`config.mk`:
```
export PLATFORM = sky130hd
export DESIGN_NAME = contador_modulo_n
export DESIGN_NICKNAME = d
export VERILOG_FILES = /design/src/rtl/contador_modulo_n_pkg.sv /design/src/rtl/contador_modulo_n_grupos.sv /design/src/rtl/contador_modulo_n.sv
export SDC_FILE = /design/constraint.sdc
export NUM_CORES = 1
export LEC_CHECK = 0
export ABC_AREA = 1
export ABC_CLOCK_PERIOD_IN_PS = 2400
export BUFFER_PORTS_ARGS = -buffer_cell sky130_fd_sc_hd__buf_2
export CAP_MARGIN = 10
export CORE_ASPECT_RATIO = 0.5
export CORE_MARGIN = 8
export CORE_UTILIZATION = 27
export DETAILED_ROUTE_END_ITERATION = 10
export HOLD_SLACK_MARGIN = 0.12
export PLACE_DENSITY = 0.54
export SKIP_CTS_REPAIR_TIMING = 1
export SKIP_LAST_GASP = 1
export SLEW_MARGIN = 20
export SYNTH_ARGS = -nofsm -noshare
export SYNTH_HDL_FRONTEND = slang
export SYNTH_HIERARCHICAL = 1
export SYNTH_SLANG_ARGS = --single-unit
```
`constraint.sdc`:
```
create_clock -name clock -period 2.4 [get_ports clock]
set_input_delay 0.24 -clock clock [delete_from_list [all_inputs] [get_ports clock]]
set_output_delay 0.24 -clock clock [all_outputs]
set_load 0.01 [all_outputs]
```
`src/rtl/contador_modulo_n_pkg.sv`:
```
// ============================================================================
// contador_pkg : shared direction and mode encodings for the modulo-N counter
// Rev 1.0 - initial release
// ============================================================================
`default_nettype none

package contador_pkg;

    typedef enum logic {
        DIR_DOWN = 1'b0,
        DIR_UP   = 1'b1
    } dir_t;

    localparam int MODE_WRAP = 0;
    localparam int MODE_SAT  = 1;

endpackage

`default_nettype wire

```
`src/rtl/contador_modulo_n_grupos.sv`:
```
// ============================================================================
// contador_grupos : saturating up/down tally of completed groups
// Rev 1.0 - initial release
// ============================================================================
`default_nettype none

module contador_grupos #(
    parameter int GWIDTH = 8
) (
    input  logic              clock,
    input  logic              reset,
    input  logic              inc,
    input  logic              dec,
    input  logic              clr,
    output logic [GWIDTH-1:0] groups,
    output logic              groups_full
);

    logic [GWIDTH-1:0] r_groups;

    always_ff @(posedge clock or negedge reset) begin
        if (!reset) begin
            r_groups <= '0;
        end else if (clr) begin
            r_groups <= '0;
        end else if (inc && (r_groups != '1)) begin
            r_groups <= r_groups + 1'b1;
        end else if (dec && (r_groups != '0)) begin
            r_groups <= r_groups - 1'b1;
        end
    end

    assign groups      = r_groups;
    assign groups_full = (r_groups == '1);

endmodule

`default_nettype wire

```
`src/rtl/contador_modulo_n.sv`:
```
// ============================================================================
// contador_modulo_n : modulo-N up/down event counter with group accumulation
// Rev 1.0 - initial release
// ============================================================================
`default_nettype none

module contador_modulo_n
    import contador_pkg::*;
#(
    parameter int MODULO   = 12,
    parameter int WIDTH    = 4,
    parameter int GWIDTH   = 8,
    parameter int SATURATE = 0
) (
    input  logic              clock,
    input  logic              reset,
    input  logic              enable,
    input  logic              up_down,
    input  logic              load,
    input  logic [WIDTH-1:0]  load_value,
    input  logic              clear,
    output logic [WIDTH-1:0]  count,
    output logic [GWIDTH-1:0] groups,
    output logic              wrap,
    output logic              groups_full
);

    localparam logic [WIDTH-1:0] c_max = WIDTH'(MODULO - 1);

    generate
        if ((MODULO < 2) || ((2 ** WIDTH) < MODULO)) begin : g_bad_params
            $error("contador_modulo_n: need MODULO >= 2 and 2**WIDTH >= MODULO");
        end
    endgenerate

    logic [WIDTH-1:0] r_count;
    logic             r_wrap;
    logic [WIDTH-1:0] w_count_next;
    logic             w_wrap_next;
    logic             w_inc;
    logic             w_dec;

    always_comb begin
        w_count_next = r_count;
        w_wrap_next  = 1'b0;
        w_inc        = 1'b0;
        w_dec        = 1'b0;
        if (clear) begin
            w_count_next = '0;
        end else if (load) begin
            // Out-of-range loads clamp so count stays inside 0..MODULO-1
            w_count_next = (load_value > c_max) ? c_max : load_value;
        end else if (enable) begin
            if (up_down == DIR_UP) begin
                if (r_count < c_max) begin
                    w_count_next = r_count + 1'b1;
                end else if (SATURATE == MODE_WRAP) begin
                    w_count_next = '0;
                    w_wrap_next  = 1'b1;
                    w_inc        = 1'b1;
                end
            end else begin
                if (r_count != '0) begin
                    w_count_next = r_count - 1'b1;
                end else if (SATURATE == MODE_WRAP) begin
                    w_count_next = c_max;
                    w_wrap_next  = 1'b1;
                    w_dec        = 1'b1;
                end
            end
        end
    end

    always_ff @(posedge clock or negedge reset) begin
        if (!reset) begin
            r_count <= '0;
            r_wrap  <= 1'b0;
        end else begin
            r_count <= w_count_next;
            r_wrap  <= w_wrap_next;
        end
    end

    contador_grupos #(
        .GWIDTH (GWIDTH)
    ) u_grupos (
        .clock       (clock),
        .reset       (reset),
        .inc         (w_inc),
        .dec         (w_dec),
        .clr         (clear),
        .groups      (groups),
        .groups_full (groups_full)
    );

    assign count = r_count;
    assign wrap  = r_wrap;

endmodule

`default_nettype wire

```
# After elaboration in Yosys (flattened, before gate mapping)
# Cells that the tools add are included.
# op_classes
add_sub_neg	4
n_mul	0
div	0
magnitude_cmp	2
n_eq_ne	2
n_shift	0
muxes	24
bitwise	0
n_reduce_logical	6
# ops
operator	n
4-bit two-way mux	7
8-bit two-way mux	3
1-bit two-way mux	14
8-bit by 1-bit adder with 8-bit output, second input constant	1
8-bit == test, second input constant	1
8-bit != test, second input constant	1
8-bit nonzero test	1
8-bit by 1-bit subtractor with 8-bit output, second input constant	1
3-bit nonzero test	2
4-bit by 1-bit adder with 4-bit output, second input constant	1
4-bit greater-than comparator, second input constant	1
4-bit < comparator, second input constant	1
4-bit nonzero test	1
4-bit by 1-bit subtractor with 4-bit output, second input constant	1
1-bit logical AND	2
# word_totals
regBits	13
latchBits	0
ram_bits	0
rom_bits	0
inputBits	10
out_inout_bits	14
mem_count	0

# Depth between registers and ports, before layout
# Gate-level depths: netlist of run 1.
# depth
word_depth	10
depth_mapped	17

# Modules after synthesis
# Netlist of run 1, hierarchy kept.
# by_module_without_submodules
mod	n_inst	cells_each	area_per_inst_um2	seq_area_each_um2
contador_grupos	1	113	743.2	200.2
contador_modulo_n	1	72	429.2	125.1

# Worst setup path before layout of run 1
# Ideal clock, no wire load.
# synth_timing
path_kind	register to register
startpoint	reg r_count[1] (netlist: count[1])
endpoint	reg u_grupos.r_groups[6] (netlist: u_grupos/groups[6])
setup_ns	0.117
arrival_ns	2.111
t_required_ns	2.283
setup_slack_ns	0.171
stages_incl_launch_ff	15
n_path_buf	0
cell_sequence	dfrtp_1 > ha_1 > inv_1 > nand2_2 > nand3_2 > nor2_1 > nand2_4 > ha_1 > nand2_1 > nand2_1 > nand2_1 > nand3_1 > or2_2 > nand3_1 > nand2_1
# synth_between
elab_chain_len	9
# synth_rtl
element	line_no	source
start, declared	contador_modulo_n.sv:36	logic [WIDTH-1:0] r_count;
start signal, assigned	contador_modulo_n.sv:79	r_count <= w_count_next;
4-bit < comparator (*)	contador_modulo_n.sv:55	if (r_count < c_max) begin
1-bit two-way mux (*)	contador_modulo_n.sv:55	
1-bit two-way mux (*)	contador_modulo_n.sv:54	if (up_down == DIR_UP) begin
1-bit two-way mux (*)	contador_modulo_n.sv:53	end else if (enable) begin
1-bit two-way mux (*)	contador_modulo_n.sv:50	end else if (load) begin
1-bit two-way mux (*)	contador_modulo_n.sv:48	if (clear) begin
named net w_inc	contador_modulo_n.sv:40	logic w_inc;
1-bit logical AND (*)	contador_modulo_n_grupos.sv:26	end else if (inc && (r_groups != '1)) begin
8-bit two-way mux	contador_modulo_n_grupos.sv:26	
8-bit two-way mux	contador_modulo_n_grupos.sv:24	end else if (clr) begin
end signal, assigned	contador_modulo_n_grupos.sv:27	r_groups <= r_groups + 1'b1;
end signal, assigned	contador_modulo_n_grupos.sv:29	r_groups <= r_groups - 1'b1;
end, declared	contador_modulo_n_grupos.sv:19	logic [GWIDTH-1:0] r_groups;
# Mark *: on every way through the listed nets, which the timed path passes. The rest lies on a longest branch.
# A chain may end at the register's enable or synchronous reset.

# Worst setup path after layout of run 1
# layout_timing
startpoint	reg r_count[0] (netlist: count[0])
endpoint	reg u_grupos.r_groups[6] (netlist: u_grupos/groups[6])
# Same word-level chain as after synthesis.

==> results of run 1 <==
==> critical path: cells and delay by family, from the launching register on <==
kind / cells / cell delay (ns)
adder cells (fa/ha/maj): 2 / 0.46
flip-flops: 1 / 0.38
AND/OR/NAND/NOR: 11 / 1.13
buffers and inverters: 1 / 0.07
==> metal layers <==
| layer | up-vias | share of wire, % | routed length (µm) | global-route usage, % |
|---|---|---|---|---|
| met2 | 33 | 31 | 1060 | 10.08 |
| li1 | 651 | - | - | - |
| met4 | 0 | 0.56 | 19 | 1.503 |
| met5 | - | 0 | 0 | 0 |
| met3 | 2 | 8.4 | 285 | 2.366 |
| met1 | 499 | 60 | 2046 | 17.36 |
==> flip-flops by register name (all words and copies together), names as in the netlist <==
register         flops
count                4
u_grupos/groups      8
wrap                 1
==> final timing paths <==
path | from | endpoint | slack, ns
max | count[0] | u_grupos/groups[6] | 0.25
min | load | count[3] | 0.34
max reg2reg | count[0] | u_grupos/groups[6] | 0.25
min reg2reg | u_grupos/groups[6] | u_grupos/groups[6] | 0.58
max in group asynchronous | reset | u_grupos/groups[5] | 1.73
min in group asynchronous | reset | count[3] | 0.42
==> layout make-up <==
class,count,area (µm²)
flip-flops and latches,13,325.3
repair buffers,32,185.2
inverters,35,132.6
fillers,468,2740
clock buffers,4,45.04
well taps,57,71.32
multi-input cells,137,775.7
==> synth_stat cells <==
cell type,instances,area [µm²]
nand2_1,63,236.5
inv_1,33,123.9
nand3_1,16,80.08
nor2_1,16,60.06
dfrtp_1,13,325.3
a21oi_1,8,40.04
ha_1,8,100.1
o21ai_0,8,40.04
nor3_1,3,15.01
nand2_2,2,12.51
o21ai_1,2,10.01
xor2_1,2,17.52
clkinv_2,1,5.000
fa_1,1,20.02
inv_2,1,3.750
nand2_4,1,11.26
nand3_2,1,10.01
nand3_4,1,17.52
nand4_1,1,6.260
nor2_2,1,6.260
o21ai_4,1,16.27
or2_2,1,6.260
xnor2_1,1,8.760
==> logic make-up after synthesis <==
kind of cell / after synthesis / share of synthesized area, %
and+or+nand+nor: 106 / 39.38
buffers and inverters: 35 / 11.31
AOI/OAI and AO/OA: 19 / 9.072
DFF: 13 / 27.75
adders and majority gates: 9 / 10.25
xor gates and xnor gates: 3 / 2.242
==> power groups by stage <==
| stage | logic [mW] | registers (mW) | clock network [mW] |
|---|---|---|---|
| floorplan | 0.293 | 0.295 | 0 |
| global placement | 0.446 | 0.284 | 0 |
| detailed placement | 0.441 | 0.284 | 0 |
| CTS | 0.445 | 0.280 | 0.205 |
| global route | 0.545 | 0.293 | 0.221 |
| finish | 0.477 | 0.288 | 0.198 |
==> results.py, run 1 <==
metrics = {
    "outcome": {
        "outcome": "completed",
    },
    "floorplan": {
        "initial_core_util_pct": 27.42,
        "die_y_um": 62.60,
        "die_area_um2": 6835,
        "die_x_um": 109.2,
        "pin_count": 24,
        "coreArea_um2": 4275,
        "rows": 17,
    },
    "place": {
        "portBuffers": 23,
        "hpwl_um": 2812,
        "gp_congestion": 0.8788,
        "dp_slack_ns": 0.08014,
        "placed_cells": 273,
        "placed_area_um2": 1419,
    },
    "global_routing": {
        "grt_overflow": 0,
        "first_global_vias": 1015,
        "grt_usage_pct": 9.717,
        "grt_max_degree": 14,
        "antenna_found_initial": 0,
        "grt_pass1_wl_um": 5257,
    },
    "final_layout": {
        "final_common_cell": "nand2_1",
        "final_cells": 278,
        "area_growth_syn_to_layout_pct": 30.95,
        "layout_common_cells": "nand2_1, inv_1, buf_2, nand3_1, nor2_1",
        "drive_above_1_share_pct": 22.62,
        "nets": 241,
        "stdcell_area_um2": 1535,
        "insertedDiodeCount": 0,
        "final_core_util_pct": 35.91,
    },
    "worst_hold_path": {
        "worstHoldPathCells": 4,
        "worstHoldPathType": "primary input to flip-flop",
    },
    "synthesis": {
        "yosysSeqAreaShare_pct": 27.75,
        "synth.ff_latch_count": 13,
        "yosysWarnings": 6,
        "syn_area_um2": 1172,
        "syn_nets": 204,
        "synthCells": 185,
        "synth_area_per_cell_um2": 6.337,
        "synth.distinct_cells": 23,
    },
    "critical_path": {
        "cp_cell_sequence": "ha_1 > inv_1 > nand2_2 > nand3_2 > nor2_4 > nand2_4 > ha_4 > nand2_1 > nand2_1 > nand2_1 > nand3_1 > or2_2 > nand3_1 > nand2_1",
        "cp_data_required_time_ns": 2.54,
        "critPathMostFrequentCell": "nand2_1",
        "cp-end-kind": "flip-flop",
        "cpMaxStageDelayCell": "dfrtp_1",
        "cp-start-kind": "flip-flop",
        "worst_r2r_path_depth": 14,
        "worst_ep_arrival_time_ns": 2.28,
        "worst-path-max-fanout": 10,
        "max_stage_delay_ns": 0.38,
        "path_class": "flip-flop to flip-flop",
    },
    "clocking": {
        "path_clk_slew_ns": 0.06,
        "cts_num_sinks": 13,
        "cts_max_path_buffers": 2,
        "insertion_delay_ns": 0.24,
        "cts_buffers": 3,
        "h-tree-depth": 1,
        "tritoncts": "done",
        "clockRootBuffer": "clkbuf_8",
    },
    "pwr": {
        "p_int_uw": 562.2,
        "p_total_uw": 964.2,
        "clkPwrFrac_pct": 20.6,
        "pwr_density_cell_nw_per_um2": 628.0,
        "comb_power_share_pct": 49.5,
        "p_sw_uw": 401.9,
        "ir_worst_vdd_uv": 274.3,
        "sw_frac_of_total_pct": 41.69,
        "seq_power_share_pct": 29.9,
        "p_leak_nw": 0.8617,
    },
    "routing": {
        "post-route-drc-count": 0,
        "wire_per_inst_um": 12.27,
        "drt_first_iter_violations": 108,
        "wl_um": 3412,
        "drtPass1Iterations": 4,
        "vias": 1185,
        "detail-route-antenna-nets": 0,
        "avgViaCountPerCell": 4.263,
    },
    "sta": {
        "worst_pin_slew_ns": 0.3349,
        "drv_slew": 0,
        "layout_setup_ws_ns": 0.2509,
        "whs_ns": 0.3368,
        "max-slew-margin-rel_pct": 77.68,
        "finalCritPeriodShare_pct": 89.55,
        "final-setup-viol-count": 0,
        "period_needed_ns": 2.149,
        "rsz0062_at_grt": "false",
        "tns_ns": 0,
        "skew_ns": 0.0009205,
        "hold_viol": 0,
        "fmax_mhz": 465.3,
    },
    "run": {
        "max-cap-violations": 0,
    },
}
No activity file was read; power rests on OpenSTA's default activity.
==> run 2, diff against run 1 <==
--- a/config.mk
+++ b/config.mk
@@ -6,7 +6,7 @@
 export NUM_CORES = 1
 export LEC_CHECK = 0
 export ABC_AREA = 1
-export ABC_CLOCK_PERIOD_IN_PS = 2400
+export ABC_CLOCK_PERIOD_IN_PS = 2200
 export BUFFER_PORTS_ARGS = -buffer_cell sky130_fd_sc_hd__buf_2
 export CAP_MARGIN = 10
 export CORE_ASPECT_RATIO = 0.5
@@ -20,5 +20,4 @@
 export SLEW_MARGIN = 20
 export SYNTH_ARGS = -nofsm -noshare
 export SYNTH_HDL_FRONTEND = slang
-export SYNTH_HIERARCHICAL = 1
 export SYNTH_SLANG_ARGS = --single-unit
==> constraint.sdc (replaced) <==
create_clock -name clock -period 2.2 [get_ports clock]
set_input_delay 0.22 -clock clock [delete_from_list [all_inputs] [get_ports clock]]
set_output_delay 0.22 -clock clock [all_outputs]
set_load 0.01 [all_outputs]
==> results.py, run 2 <==
metrics = {
    "final_layout": {
        "insertedDiodeCount": 0,
        "drive_above_1_share_pct": 29.44,
        "final_common_cell": "nand2_1",
        "nets": 235,
        "largest_reg_flops": 8,
        "layout_common_cells": "nand2_1, inv_1, buf_2, dfrtp_1, nand3_1",
        "area_growth_syn_to_layout_pct": 28.47,
    },
    "synthesis": {
        "syn_area_um2": 1235,
        "ys.flop_type": "dfrtp_1",
        "synthCells": 179,
        "yosysTopAreaCellShare_pct": 26.34,
        "synth.ff_latch_count": 13,
        "synth_commonest_cells": "nand2_1, inv_1, dfrtp_1",
        "synth.distinct_cells": 25,
        "synth_area_per_cell_um2": 6.899,
        "synth-async-reset-ratio_pct": 100.0,
        "yosys-top-cells-area": "dfrtp_1, nand2_1, ha_1, inv_1, nand3_1",
        "yosysWarnings": 0,
        "synth_edf_count": 0,
        "syn_nets": 199,
        "yosysSeqAreaShare_pct": 26.34,
        "yosysMostFrequentCell": "nand2_1",
        "yosysTopAreaCell": "dfrtp_1",
    },
    "critical_path": {
        "critPathMostFrequentCell": "nand2_1",
        "max_stage_delay_ns": 0.35,
        "worst-path-max-fanout": 8,
        "crit_end": "u_grupos.groups[7]",
        "cp-end-kind": "flip-flop",
        "cp-start-kind": "flip-flop",
        "cp_data_required_time_ns": 2.34,
        "cp_cell_sequence": "ha_1 > inv_2 > nand2_4 > nand2_4 > nor2_4 > nand2_4 > ha_1 > nand2_1 > inv_1 > a21oi_1 > nand2_1 > inv_1 > nand2_1 > nand3_1 > nand2_1",
        "worst-path-buf-inv": 3,
        "crit_start": "count[0]",
        "worst_r2r_path_depth": 15,
        "cpMaxStageDelayCell": "dfrtp_1",
        "r2r_slack_ns": 0.17,
        "cp.depth": 15,
        "path_class": "flip-flop to flip-flop",
        "reg2reg_from": "count[0]",
        "worst_ep_arrival_time_ns": 2.17,
        "reg2reg_to": "u_grupos.groups[7]",
        "worst_path_dominant_cell_family": "simple AND/OR/NAND/NOR gates",
    },
    "clocking": {
        "clockRootBuffer": "clkbuf_8",
        "h-tree-depth": 1,
        "cts_max_path_buffers": 2,
        "insertion_delay_ns": 0.25,
        "cts_buffers": 3,
        "cts_num_sinks": 13,
        "tritoncts": "done",
        "path_clk_slew_ns": 0.06,
    },
    "sta": {
        "tns_ns": 0,
        "drv_slew": 0,
        "fmax_mhz": 492.8,
        "worst_pin_slew_ns": 0.5501,
        "finalCritPeriodShare_pct": 92.24,
        "skew_ns": 0.007064,
        "max-slew-margin-rel_pct": 63.04,
        "hold_viol": 0,
        "period_needed_ns": 2.029,
        "final-setup-viol-count": 0,
        "rsz0062_at_grt": "true",
        "whs_ns": 0.2752,
    },
    "global_routing": {
        "grt_max_degree": 14,
        "grt_usage_pct": 8.828,
        "first_global_vias": 1211,
        "grt_pass1_wl_um": 5271,
        "grt_overflow": 0,
        "antenna_found_initial": 0,
    },
    "floorplan": {
        "initial_core_util_pct": 28.05,
        "die_y_um": 63.82,
        "die_area_um2": 7125,
        "die_x_um": 111.6,
        "rows": 17,
        "pin_count": 24,
        "coreArea_um2": 4403,
    },
    "pwr": {
        "p_leak_nw": 0.8575,
        "p_sw_uw": 449.9,
        "seq_power_share_pct": 27.8,
        "sw_frac_of_total_pct": 41.45,
        "pwr_density_cell_nw_per_um2": 684.3,
        "ir_worst_vdd_uv": 207.3,
        "p_total_mw": 1.086,
        "comb_power_share_pct": 51.8,
        "clkPwrFrac_pct": 20.4,
        "p_int_uw": 635.7,
    },
    "routing": {
        "wl_um": 3115,
        "detail-route-antenna-nets": 0,
        "drtPass1Iterations": 4,
        "avgViaCountPerCell": 4.435,
        "wire_per_inst_um": 11.49,
        "drt_first_iter_violations": 26,
        "post-route-drc-count": 0,
        "vias": 1202,
    },
    "outcome": {
        "outcome": "completed",
    },
    "place": {
        "gp_congestion": 0.8504,
        "portBuffers": 23,
        "hpwl_um": 2501,
    },
    "worst_hold_path": {
        "worstHoldPathType": "primary input to flip-flop",
        "worstHoldPathCells": 3,
    },
    "run": {
        "max-cap-violations": 0,
    },
}
## run 2: changes by cell type after synthesis, moves of 4 or more
cell | previous run | this run
nor2_1 | 16 | 8
o21ai_2 | 0 | 4
inv_2 | 1 | 5
nand3_1 | 16 | 12
nand2_1 | 63 | 57
inv_1 | 33 | 28
## run 2: how the worst min path moves through the flow
stage          startpoint                 end  slack, ns
4_1_cts             reset  u_grupos.groups[2]      -0.14
6_report           enable                wrap       0.28
5_1_grt            enable                wrap       0.28
3_5_place_dp        reset  u_grupos.groups[2]       0.13
3_3_place_gp        reset  u_grupos.groups[3]       0.13
2_1_floorplan       reset            count[0]      -0.08
## run 2: power by group through the flow
stage	logic [mW]	clock network [mW]	registers [mW]
finish	0.562	0.222	0.302
global route	0.642	0.239	0.307
CTS	0.520	0.227	0.298
detailed placement	0.518	0	0.302
global placement	0.511	0	0.301
floorplan	0.345	0	0.321
## run 2: through the flow
stage / utilization, % / cells / cell area [µm²] / worst slack, ns
finish: 36.03 / 271 / 1587 / 0.1706
floorplan: - / 179 / 1235 / 0.1066
global route: 36.03 / 271 / 1587 / -0.01543
global placement: 33.48 / 266 / 1474 / 0.1485
detailed placement: 33.48 / 266 / 1474 / 0.1118
CTS: 34.53 / 270 / 1520 / 0.1134
## run 2: cell type report
cell class	instances	area (µm²)
Clock buffer	3	41.29
Clock inverter	1	5.005
Fill cell	482	2816
Inverter	34	127.6
Multi-Input combinational cell	132	838.3
Sequential cell	13	325.3
Tap cell	57	71.32
Timing Repair Buffer	31	177.7
## run 2: cells by family after synthesis
family	count (synthesis)	synth area share, %
buf+inv	34	10.33
fa+ha+maj	10	10.74
xor+xnor	4	2.837
simple gates	94	37.28
compound gates	24	12.46
flops	13	26.34
## run 2: routing by layer
layer	global-route usage, %	vias to the layer above	share of wire, %
met5	0	-	0
met4	2.530	0	1.2
met3	2.060	4	2.1
met2	15.96	13	50
met1	10.34	549	46
li1	-	636	-
## run 2: worst reg2reg max path, stage by stage, from the launching register on
cell and delay [ns]:
dfrtp_1 0.35, ha_1 0.18, inv_2 0.05, nand2_4 0.08, nand2_4 0.07, nor2_4 0.11, nand2_4 0.13, ha_1 0.35
nand2_1 0.12, inv_1 0.05, a21oi_1 0.13, nand2_1 0.10, inv_1 0.06, nand2_1 0.04, nand3_1 0.06, nand2_1 0.05
==> run 3, diff against run 2 <==
--- a/config.mk
+++ b/config.mk
@@ -14,7 +14,6 @@
 export CORE_UTILIZATION = 27
 export DETAILED_ROUTE_END_ITERATION = 10
 export HOLD_SLACK_MARGIN = 0.12
-export PLACE_DENSITY = 0.54
 export SKIP_CTS_REPAIR_TIMING = 1
 export SKIP_LAST_GASP = 1
 export SLEW_MARGIN = 20
==> results.py, run 3 (synthesized netlist as in run 2, its figures left out) <==
metrics = {
    "global_routing": {
        "grt_overflow": 0,
        "grt_usage_pct": 9.065,
        "first_global_vias": 1224,
        "grt_max_degree": 14,
        "grt_pass1_wl_um": 5437,
        "antenna_found_initial": 0,
    },
    "worst_hold_path": {
        "worstHoldPathType": "primary input to flip-flop",
    },
    "floorplan": {
        "die_area_um2": 7125,
        "die_x_um": 111.6,
        "initial_core_util_pct": 28.05,
        "die_y_um": 63.82,
        "coreArea_um2": 4403,
        "pin_count": 24,
        "rows": 17,
    },
    "critical_path": {
        "path_class": "flip-flop to flip-flop",
        "critPathMostFrequentCell": "nand3_1",
        "max_stage_delay_ns": 0.35,
        "worst_path_dominant_cell_family": "simple AND/OR/NAND/NOR gates",
        "cp_cell_sequence": "ha_1 > inv_1 > nand2_4 > nand2_4 > nor2_4 > nand2_8 > ha_4 > nand2_1 > inv_1 > nand3_1 > nand3_1 > or2_2 > nand3_1 > nand2_1",
        "cpMaxStageDelayCell": "dfrtp_1",
        "worst-path-max-fanout": 10,
        "cp_data_required_time_ns": 2.34,
        "worst_ep_arrival_time_ns": 2.22,
        "cp-start-kind": "flip-flop",
        "cp-end-kind": "flip-flop",
        "worst-path-buf-inv": 2,
    },
    "sta": {
        "hold_viol": 0,
        "worst_pin_slew_ns": 0.5328,
        "period_needed_ns": 2.086,
        "skew_ns": 0.0009719,
        "fmax_mhz": 479.3,
        "layout_setup_ws_ns": 0.1136,
        "max-slew-margin-rel_pct": 64.21,
        "rsz0062_at_grt": "true",
        "finalCritPeriodShare_pct": 94.84,
        "final-setup-viol-count": 0,
        "drv_slew": 0,
        "tns_ns": 0,
        "whs_ns": 0.2735,
    },
    "final_layout": {
        "drive_above_1_share_pct": 29.17,
        "area_growth_syn_to_layout_pct": 31.00,
        "final_common_cell": "nand2_1",
        "nets": 237,
        "stdcell_area_um2": 1618,
        "final_core_util_pct": 36.74,
        "layout_common_cells": "nand2_1, inv_1, buf_2, dfrtp_1, nand3_1",
        "largest_reg_flops": 8,
        "insertedDiodeCount": 0,
        "final_cells": 273,
    },
    "clocking": {
        "cts_buffers": 3,
        "path_clk_slew_ns": 0.06,
        "clockRootBuffer": "clkbuf_8",
        "cts_max_path_buffers": 2,
        "insertion_delay_ns": 0.24,
        "tritoncts": "done",
        "h-tree-depth": 1,
        "cts_num_sinks": 13,
    },
    "routing": {
        "detail-route-antenna-nets": 0,
        "vias": 1232,
        "post-route-drc-count": 0,
        "wl_um": 3100,
        "avgViaCountPerCell": 4.513,
        "drtPass1Iterations": 4,
        "drt_first_iter_violations": 29,
        "wire_per_inst_um": 11.36,
    },
    "pwr": {
        "seq_power_share_pct": 28.1,
        "p_leak_nw": 0.8666,
        "p_sw_uw": 438.2,
        "sw_frac_of_total_pct": 40.73,
        "ir_worst_vdd_uv": 207.8,
        "clkPwrFrac_pct": 20.2,
        "comb_power_share_pct": 51.7,
        "p_int_uw": 637.8,
        "pwr_density_cell_nw_per_um2": 665.1,
        "p_total_mw": 1.076,
    },
    "place": {
        "hpwl_um": 2514,
        "placed_area_um2": 1474,
        "dp_slack_ns": 0.04030,
        "portBuffers": 23,
        "gp_congestion": 0.8671,
        "placed_cells": 266,
    },
    "run": {
        "max-cap-violations": 0,
    },
    "outcome": {
        "outcome": "completed",
    },
}
run 3: layout make-up:
cell class,count,area (µm²)
Clock buffer,4,45.04
Sequential cell,13,325.3
Timing Repair Buffer,33,192.7
Multi-Input combinational cell,132,855.8
Fill cell,468,2785
Tap cell,57,71.32
Inverter,34,127.6
run 3: per-layer routing:
metal | share of wire [%] | vias to the layer above | global-route usage [%]
li1 | - | 640 | -
met1 | 44 | 569 | 9.783
met2 | 52 | 15 | 17.00
met3 | 1.1 | 8 | 1.311
met4 | 2.7 | 0 | 5.228
met5 | 0 | - | 0
run 3: final timing paths:
check                                      to          startpoint  cells after the start  slack (ns)
max in group asynchronous            count[1]               reset                      2        1.57
max reg2reg                u_grupos.groups[6]            count[1]                     14        0.11
min reg2reg                u_grupos.groups[7]  u_grupos.groups[7]                      2        0.56
min in group asynchronous  u_grupos.groups[3]               reset                      2        0.40
max                        u_grupos.groups[6]            count[1]                     14        0.11
min                                      wrap              enable                      3        0.27
run 3: tightest hold or removal path, cell delays in order:
cell and delay (ns):
buf_2 0.12, nand3_4 0.09, a21oi_1 0.04
run 3: power groups by stage:
stage	Combinational, mW	Clock [mW]	Sequential (mW)
6_report	0.557	0.217	0.302
5_1_grt	0.634	0.234	0.307
4_1_cts	0.519	0.222	0.298
3_5_place_dp	0.517	0	0.302
3_3_place_gp	0.509	0	0.299
2_1_floorplan	0.345	0	0.321
